## config.mk

```make
export PLATFORM = sky130hd
export DESIGN_NAME = alu_arbiter_flat
export DESIGN_NICKNAME = d
export VERILOG_FILES = /design/src/rtl/alu_arb_pkg.sv /design/src/rtl/alu_arbiter_if.sv /design/src/rtl/alu_arbiter_rr_arbiter2.sv /design/src/rtl/alu_arbiter.sv /design/src/flat_wrapper.sv
export SDC_FILE = /design/constraint.sdc
export NUM_CORES = 1
export LEC_CHECK = 0
export BUFFER_PORTS_ARGS = -buffer_cell sky130_fd_sc_hd__buf_4
export CORE_MARGIN = 1
export CORE_UTILIZATION = 46
export DETAILED_ROUTE_END_ITERATION = 7
export PLACE_DENSITY = 0.8
export SLEW_MARGIN = 20
export SYNTH_ARGS = -nofsm -noshare
export SYNTH_HDL_FRONTEND = slang
export SYNTH_SLANG_ARGS = --single-unit
export TNS_END_PERCENT = 30
```

## constraint.sdc

```tcl
create_clock -name clock -period 2.1 [get_ports clock]
set_input_delay 0.105 -clock clock [delete_from_list [all_inputs] [get_ports clock]]
set_output_delay 0.105 -clock clock [all_outputs]
set_load 0.01 [all_outputs]
```

## src/rtl/alu_arb_pkg.sv

```systemverilog
// Shared types and constants for the two-requester ALU arbiter.
// Flag vectors are ordered {negative, zero, carry_out, overflow}.
package alu_arb_pkg;

    typedef enum logic [1:0] {
        IDLE = 2'd0,
        EXEC = 2'd1,
        RESP = 2'd2
    } state_e;

    localparam int FLAGS_W = 4;
    localparam int CTRL_W  = 4;
    localparam int CNT_W   = 4;

    localparam int NEG   = 3;
    localparam int ZERO  = 2;
    localparam int CARRY = 1;
    localparam int OVF   = 0;

endpackage

```

## src/rtl/alu_arbiter_if.sv

```systemverilog
// Request/response bus between two requesters and the ALU arbiter.
// Valid/ready rule: a transfer happens on a rising edge where valid and ready are both high;
// the source holds its payload while valid is high and unaccepted, ready never waits on itself.
interface alu_arbiter_if #(
    parameter int N = 8
);
    import alu_arb_pkg::*;

    logic [1:0]                    req_valid;
    logic [1:0]                    req_ready;
    logic [1:0][N-1:0]             req_a;
    logic [1:0][N-1:0]             req_b;
    logic [1:0][CTRL_W-1:0]        req_ctrl;

    logic                          rsp_valid;
    logic                          rsp_ready;
    logic                          rsp_id;
    logic [N-1:0]                  rsp_data;
    logic [FLAGS_W-1:0]            rsp_flags;

    modport master (
        output req_valid, req_a, req_b, req_ctrl, rsp_ready,
        input  req_ready, rsp_valid, rsp_id, rsp_data, rsp_flags
    );

    modport slave (
        input  req_valid, req_a, req_b, req_ctrl, rsp_ready,
        output req_ready, rsp_valid, rsp_id, rsp_data, rsp_flags
    );

endinterface

```

## src/rtl/alu_arbiter_rr_arbiter2.sv

```systemverilog
// Combinational 2-way grant. Round-robin on contention by default;
// defining ALU_ARB_FIXED_PRIO_EN makes requester 0 win every contention.
module rr_arbiter2 (
    input  logic [1:0] valid,
    input  logic       last_grant,
    output logic [1:0] grant,
    output logic       grant_id
);

`ifdef ALU_ARB_FIXED_PRIO_EN
    logic unused_last_grant;
    assign unused_last_grant = last_grant;
`endif

    always_comb begin
        grant_id = 1'b0;
        case (valid)
            2'b01:   grant_id = 1'b0;
            2'b10:   grant_id = 1'b1;
`ifdef ALU_ARB_FIXED_PRIO_EN
            2'b11:   grant_id = 1'b0;
`else
            2'b11:   grant_id = ~last_grant;
`endif
            default: grant_id = 1'b0;
        endcase

        grant = 2'b00;
        if (valid != 2'b00) begin
            grant = grant_id ? 2'b10 : 2'b01;
        end
    end

endmodule

```

## src/rtl/alu_arbiter.sv

```systemverilog
// Shares one external ALU between two requesters: grant, drive registered operands,
// wait ALU_LAT cycles, capture result/flags into a held response. Option: ALU_ARB_FIXED_PRIO_EN.
module alu_arbiter
    import alu_arb_pkg::*;
#(
    parameter int N       = 8,
    parameter int ALU_LAT = 1
) (
    input  logic               clock,
    input  logic               reset,
    alu_arbiter_if.slave       bus,
    output logic [N-1:0]       alu_a,
    output logic [N-1:0]       alu_b,
    output logic [CTRL_W-1:0]  alu_ctrl,
    input  logic [N-1:0]       alu_result,
    input  logic [FLAGS_W-1:0] alu_flags,
    output logic               busy,
    output state_e             dbg_state
);

    localparam logic [CNT_W-1:0] LAT_M1 = CNT_W'(ALU_LAT - 1);

    state_e             state;
    logic [CNT_W-1:0]   cnt;
    logic               owner;
    logic               last_grant;
    logic [1:0]         grant;
    logic               grant_id;
    logic               take;

    logic               rsp_valid_q;
    logic               rsp_id_q;
    logic [N-1:0]       rsp_data_q;
    logic [FLAGS_W-1:0] rsp_flags_q;

    rr_arbiter2 u_arb (
        .valid      (bus.req_valid),
        .last_grant (last_grant),
        .grant      (grant),
        .grant_id   (grant_id)
    );

    // Ready is only offered in IDLE and is forced low while reset is held.
    assign bus.req_ready = (state == IDLE && !reset) ? grant : 2'b00;
    assign take          = |(bus.req_valid & bus.req_ready);

    assign bus.rsp_valid = rsp_valid_q;
    assign bus.rsp_id    = rsp_id_q;
    assign bus.rsp_data  = rsp_data_q;
    assign bus.rsp_flags = rsp_flags_q;
    assign dbg_state     = state;

`ifdef ALU_ARB_FIXED_PRIO_EN
    assign last_grant = 1'b1;
`else
    always_ff @(posedge clock or posedge reset) begin
        if (reset) begin
            last_grant <= 1'b1;
        end else if (state == IDLE && take) begin
            last_grant <= grant_id;
        end
    end
`endif

    always_ff @(posedge clock or posedge reset) begin
        if (reset) begin
            state       <= IDLE;
            cnt         <= '0;
            owner       <= 1'b0;
            busy        <= 1'b0;
            alu_a       <= '0;
            alu_b       <= '0;
            alu_ctrl    <= '0;
            rsp_valid_q <= 1'b0;
            rsp_id_q    <= 1'b0;
            rsp_data_q  <= '0;
            rsp_flags_q <= '0;
        end else begin
            case (state)
                IDLE: begin
                    if (take) begin
                        alu_a    <= bus.req_a[grant_id];
                        alu_b    <= bus.req_b[grant_id];
                        alu_ctrl <= bus.req_ctrl[grant_id];
                        owner    <= grant_id;
                        cnt      <= LAT_M1;
                        busy     <= 1'b1;
                        state    <= EXEC;
                    end
                end
                EXEC: begin
                    if (cnt == '0) begin
                        rsp_data_q  <= alu_result;
                        rsp_flags_q <= alu_flags;
                        rsp_id_q    <= owner;
                        rsp_valid_q <= 1'b1;
                        state       <= RESP;
                    end else begin
                        cnt <= cnt - 1'b1;
                    end
                end
                RESP: begin
                    // Returning to IDLE first means the next grant lands a cycle later.
                    if (bus.rsp_ready) begin
                        rsp_valid_q <= 1'b0;
                        busy        <= 1'b0;
                        state       <= IDLE;
                    end
                end
                default: begin
                    busy  <= 1'b0;
                    state <= IDLE;
                end
            endcase
        end
    end

endmodule

```

## src/flat_wrapper.sv

```systemverilog
// flat-port wrapper written by rule: the top's interface ports become plain ports
module alu_arbiter_flat import alu_arb_pkg::*;
#(
    parameter int N       = 8,
    parameter int ALU_LAT = 1
)
  (clock, reset, alu_a, alu_b, alu_ctrl, alu_result, alu_flags, busy, dbg_state, bus_req_valid, bus_req_a, bus_req_b, bus_req_ctrl, bus_rsp_ready, bus_req_ready, bus_rsp_valid, bus_rsp_id, bus_rsp_data, bus_rsp_flags);
  alu_arbiter_if #(.N(N)) bus_i ();
  input  logic clock;
  input  logic reset;
  output logic [N-1:0] alu_a;
  output logic [N-1:0] alu_b;
  output logic [CTRL_W-1:0] alu_ctrl;
  input  logic [N-1:0] alu_result;
  input  logic [FLAGS_W-1:0] alu_flags;
  output logic busy;
  output state_e dbg_state;
  input wire logic [$bits(bus_i.req_valid)-1:0] bus_req_valid;
  input wire logic [$bits(bus_i.req_a)-1:0] bus_req_a;
  input wire logic [$bits(bus_i.req_b)-1:0] bus_req_b;
  input wire logic [$bits(bus_i.req_ctrl)-1:0] bus_req_ctrl;
  input wire logic [$bits(bus_i.rsp_ready)-1:0] bus_rsp_ready;
  output wire logic [$bits(bus_i.req_ready)-1:0] bus_req_ready;
  output wire logic [$bits(bus_i.rsp_valid)-1:0] bus_rsp_valid;
  output wire logic [$bits(bus_i.rsp_id)-1:0] bus_rsp_id;
  output wire logic [$bits(bus_i.rsp_data)-1:0] bus_rsp_data;
  output wire logic [$bits(bus_i.rsp_flags)-1:0] bus_rsp_flags;
  assign bus_i.req_valid = bus_req_valid;
  assign bus_i.req_a = bus_req_a;
  assign bus_i.req_b = bus_req_b;
  assign bus_i.req_ctrl = bus_req_ctrl;
  assign bus_i.rsp_ready = bus_rsp_ready;
  assign bus_req_ready = bus_i.req_ready;
  assign bus_rsp_valid = bus_i.rsp_valid;
  assign bus_rsp_id = bus_i.rsp_id;
  assign bus_rsp_data = bus_i.rsp_data;
  assign bus_rsp_flags = bus_i.rsp_flags;
  alu_arbiter #(.N(N), .ALU_LAT(ALU_LAT)) u_core (.clock(clock), .reset(reset), .bus(bus_i), .alu_a(alu_a), .alu_b(alu_b), .alu_ctrl(alu_ctrl), .alu_result(alu_result), .alu_flags(alu_flags), .busy(busy), .dbg_state(dbg_state));
endmodule
```

# Word-level counts from Yosys, hierarchy flattened
# Cells that the tools add are included.
# W data, S select, Z words.
[word_totals]
register_bits = 43
latchBits = 0
mem_bits_rw = 0
rom_bits = 0
input_bits = 57
wordCells = 62
n_memories = 0
[classes]
addsub = 1
multipliers = 0
n_div = 0
order_cmp = 1
eq_ne = 8
shifts = 0
n_mux = 22
bitwise_logic = 3
n_reduce_logical = 15
[ops]
columns = ["op", "count"]
rows = [
  ["$mux W8", 4],
  ["$mux W4", 4],
  ["$mux W2", 6],
  ["$reduce_and A3 Y1", 4],
  ["$pmux W4 S2", 1],
  ["$eq A2 B2 Y1 const B", 3],
  ["$pmux W2 S3", 1],
  ["$reduce_bool A2 Y1", 3],
  ["$logic_not A4 Y1", 1],
  ["$ne A2 B1 Y1 const B", 2],
  ["$ne A2 B2 Y1 const B", 2],
  ["$pmux W1 S2", 2],
  ["$reduce_and A2 Y1", 2],
  ["$sub A4 B1 Y4 const B", 1],
  ["$mux W1", 3],
  ["$pmux W1 S3", 1],
  ["$and A2 B2 Y2", 1],
  ["$eq A2 B1 Y1 const B", 1],
  ["$logic_and A1 B1 Y1", 2],
  ["$logic_not A2 Y1", 1],
  ["$lt A1 B2 Y1 const B", 1],
  ["$not A1 Y1", 2],
  ["$reduce_or A2 Y1", 1],
  ["$logic_not A1 Y1", 1],
]

# Depth between registers and ports, before layout
[depth]
word_depth = 9
depth_mapped = 7
ltp_nobuf = 5

# By module
# From an unflattened synthesis, not the netlist that was laid out.
[unflattened]
hier_cells = 171
hier_area_um2 = 1995.7
[by_module_without_submodules]
columns = ["mod", "instances", "cells_per_inst", "area_per_inst_um2", "seq_area_each_um2"]
rows = [
  ["alu_arbiter", 1, 167, 1969.4, 1077.3],
  ["rr_arbiter2", 1, 4, 26.3, 0.0],
]

# Worst setup path after synthesis
# Ideal clock, no wire load.
[synth_timing]
path_kind = "register to register"
startpoint = "reg u_core.cnt[0]"
endpoint = "reg u_core.rsp_data_q[0], in the netlist u_core.bus.rsp_data[0]"
arrival_time_ns = 1.606
t_required_ns = 1.972
setup_slack_ns = 0.367
stages_incl_launch_ff = 8
path_buffers = 2
cell_sequence = "dfrtp_1 > inv_1 > ha_1 > and4bb_1 > nor2b_1 > buf_2 > buf_4 > mux2_1"
[synth_via]
elab_chain_cells = 2
[synth_rtl]
columns = ["element", "line_no", "text"]
rows = [
  ["start: declaration", "alu_arbiter.sv:24", "logic [CNT_W-1:0] cnt;"],
  ["start signal: assignment", "alu_arbiter.sv:99", "cnt <= cnt - 1'b1;"],
  ["$logic_not A4 Y1", "alu_arbiter.sv:92", "if (cnt == '0) begin"],
  ["$reduce_and A2 Y1 (no source line)", "--", ""],
  ["end signal: assignment", "alu_arbiter.sv:93", "rsp_data_q <= alu_result;"],
  ["end: declaration", "alu_arbiter.sv:33", "logic [N-1:0] rsp_data_q;"],
]
# Every way passes these cells.
# A chain may end at the register's enable or synchronous reset.

# Worst setup path after layout
[layout_timing]
startpoint = "reg u_core.cnt[1]"
endpoint = "reg u_core.rsp_data_q[6], in the netlist u_core.bus.rsp_data[6]"
# The elaborated chain is that of the path after synthesis.

==> impl_metrics.json <==
{
  "postLayoutCoreUtil": 0.7092,
  "p_leak_uw": 0.001386,
  "grt_util_met1": 0.2100,
  "synth-seq-cells": 43,
  "fmax_mhz": 534.2,
  "p_seq_frac": 0.392,
  "end_kind": "register",
  "crit_path_max_incr_delay_ps": 390,
  "grt_util_met3": 0.06419,
  "antenna_cells": 0,
  "period_needed_ps": 1872,
  "ant_nets": 0,
  "worstReg2RegEnd": "u_core.bus.rsp_data[6]$_DFFE_PP0P_",
  "synthCells": 142,
  "p_int_uw": 2608,
  "h-tree-depth": 2,
  "fp.dieW_um": 67.37,
  "synth_fp_nets": 201,
  "fp.dieH_um": 67.37,
  "grt.overflow.total": 0,
  "path_clk_slew_ps": 80,
  "drt-initial-drc-count": 47,
  "synth_area_per_cell_sq_um": 13.84,
  "clk_latency_ps": 290,
  "final_max_slew_viol_count": 0,
  "cts_root_buf": "clkbuf_8",
  "worstPathCellList": "inv_1 -> ha_1 -> and4bb_1 -> nor2b_1 -> buf_4 -> mux2_1",
  "grt_antenna_before_repair": 0,
  "fillCellCount": 304,
  "drive_gt1_frac": 0.6098,
  "start_util": 0.4844,
  "yosys.area.top_type": "dfrtp_1",
  "syn2layout_area_growth_pct": 46.40,
  "fin_setup_tns_ps": 0,
  "post-route-period-util": 0.8915,
  "dr.pass1.iters": 4,
  "hp-start": "bus_req_valid[0]",
  "worst_setup_path_start_kind": "register",
  "synthTopCellsByArea": "dfrtp_1 53%, mux2_2 22%, mux2_1 8.6%, dfstp_2 1.3%, inv_1 1.3%",
  "reg2reg_slack_ps": 230,
  "cts_tree": "yes",
  "clock_sinks": 43,
  "reg2regPathDepth": 6,
  "grt_pass1_vias": 1600,
  "p_sw_frac": 0.3265,
  "grt-busiest-layer": "met2",
  "cts_buffer_depth": 2,
  "r2r-start": "u_core.cnt[1]$_DFFE_PP0P_",
  "power_frac_comb": 0.463,
  "status": "finished clean",
  "synthTopCellsByCount": "42 x dfrtp_1, 38 x mux2_2, 15 x mux2_1",
  "skew_ps": 6.290,
  "wl_per_cell_um": 13.86,
  "worstPathArrival_ps": 2050,
  "setup_viol": 0,
  "critPathRequiredTime_ps": 2280,
  "die_area_sq_mm": 0.004539,
  "syn_area_sq_mm": 0.001966,
  "synth_top_area_share": 0.5347,
  "core_area_sq_mm": 0.004058,
  "yosysWarnings": 0,
  "drt-total-wl_um": 4103,
  "final_hold_viol_count": 0,
  "power_density_mw_per_mm2": 1346,
  "via_per_inst": 5.014,
  "layout.nets": 304,
  "synth_edf_count": 0,
  "cap_violations": 0,
  "use_met2": 0.3688,
  "synth_most_common_cell": "dfrtp_1",
  "min_path_type": "in2reg",
  "p_clk_frac": 0.145,
  "ys_seq_area_frac": 0.5481,
  "io_pins": 96,
  "grt_setup_unrepaired": "false",
  "port_buffers": 95,
  "hpwl_um": 3233,
  "grt_max_degree": 24,
  "synthFlopType": "dfrtp_1",
  "vias": 1484,
  "routabilityCongestion": 0.7758,
  "cp_slowest_cell": "dfrtp_1",
  "hold-path-endpoint": "u_core.last_grant$_DFFE_PP1P_",
  "crit_fanout": 13,
  "relSlewSlack": 0.6844,
  "post-route-drc-count": 0,
  "num_rows": 23,
  "tightest_slew_ps": 472.7,
  "p_sw_uw": 1265,
  "whs_path_depth": 2,
  "ys_types": 28,
  "grt_pass1_wl_um": 6713,
  "postCtsSetupRepairBufs": 0,
  "cts_buffers": 5,
  "vdd_drop_max_mv": 0.6739,
  "async_reset_ff_frac": 1.000,
  "critPathKind": "reg2reg",
  "grt.total_usage": 0.2042
}
-- layer usage --
layer  vias to the layer above  share of wire
met4                         0          0.019
met3                         7          0.077
met5                         -              0
li1                        713              -
met2                        58           0.52
met1                       706           0.39
-- layout by cell type, fill, tap and decap left out, types with 5 or more instances in the layout --
cell type and instances:
buf_4 100, dfrtp_1 42, mux2_2 38, mux2_1 15, clkbuf_8 7, inv_1 6, o21ai_0 5, a21oi_1 5
-- critical path, delay by kind of cell (launching register included) --
kind                       cells  cell delay (ps)
muxes                          1              350
adders and majority gates      1              190
and+or+nand+nor                2              490
buffers and inverters          2              340
DFF                            1              390
-- power groups by stage --
stage / Clock [uW] / Combinational [uW] / Sequential, uW
3_3_place_gp: 0 / 1760 / 1510
2_1_floorplan: 0 / 799 / 1670
6_report: 563 / 1790 / 1520
5_1_grt: 617 / 1960 / 1580
3_5_place_dp: 0 / 1810 / 1530
4_1_cts: 581 / 1820 / 1520
-- cells by family after synthesis --
kind of cell,count (synthesis),synth area share
AO/OA/AOI/OAI,19,0.06047
adder cells (fa/ha/maj),2,0.01273
flip-flops,43,0.5481
multiplexers,53,0.3036
AND/OR/NAND/NOR,12,0.04392
buffers and inverters,13,0.03119
-- sequential cells by signal, indices dropped and copies added, names as in the netlist, 2 cells and up --
register	count
u_core.alu_a	8
u_core.alu_b	8
u_core.alu_ctrl	4
u_core.bus.rsp_data	8
u_core.bus.rsp_flags	4
u_core.cnt	4
u_core.dbg_state	2
-- timing repair --
item,4_1_cts,5_1_grt
gates resized for setup,0,0
hold buffers,1,0
hold endpoints to repair,19,0
-- area by class of cell --
cell class                      instances  area (sq um)  area share
Clock buffer                            8         100.1     0.03478
Tap cell                               50         62.56     0.02174
Timing Repair Buffer                  102         780.7      0.2713
Multi-Input combinational cell         86         830.8      0.2887
Inverter                                7         26.28    0.009130
Sequential cell                        43          1077      0.3743
-- through the flow --
step                instances  setup slack (ps)  cell area [sq um]  total power [uW]  hold WS, ps
global placement          287             342.6               2768              3277        167.4
detailed placement        287             232.9               2768              3348        177.2
global route              296             107.9               2878              4161        13.05
floorplan                 142             366.9               1966              2466        167.9
CTS                       296             220.4               2878              3924        7.098
finish                    296             227.9               2878              3873        10.85
-- worst max path at each step --
stage / start / endpoint / slack (ps) / cells after the start
after global routing: u_core.cnt[0]$_DFFE_PP0P_ / u_core.bus.rsp_data[6]$_DFFE_PP0P_ / 110 / 6
after global placement: u_core.cnt[0]$_DFFE_PP0P_ / u_core.bus.rsp_data[2]$_DFFE_PP0P_ / 340 / 6
after CTS: u_core.cnt[1]$_DFFE_PP0P_ / u_core.bus.rsp_data[3]$_DFFE_PP0P_ / 220 / 6
final: u_core.cnt[1]$_DFFE_PP0P_ / u_core.bus.rsp_data[6]$_DFFE_PP0P_ / 230 / 6
after detailed placement: u_core.cnt[1]$_DFFE_PP0P_ / u_core.bus.rsp_data[3]$_DFFE_PP0P_ / 230 / 6
after floorplan: u_core.cnt[0]$_DFFE_PP0P_ / u_core.bus.rsp_data[0]$_DFFE_PP0P_ / 370 / 7
Note: power is estimated with default switching activity, not from simulation.
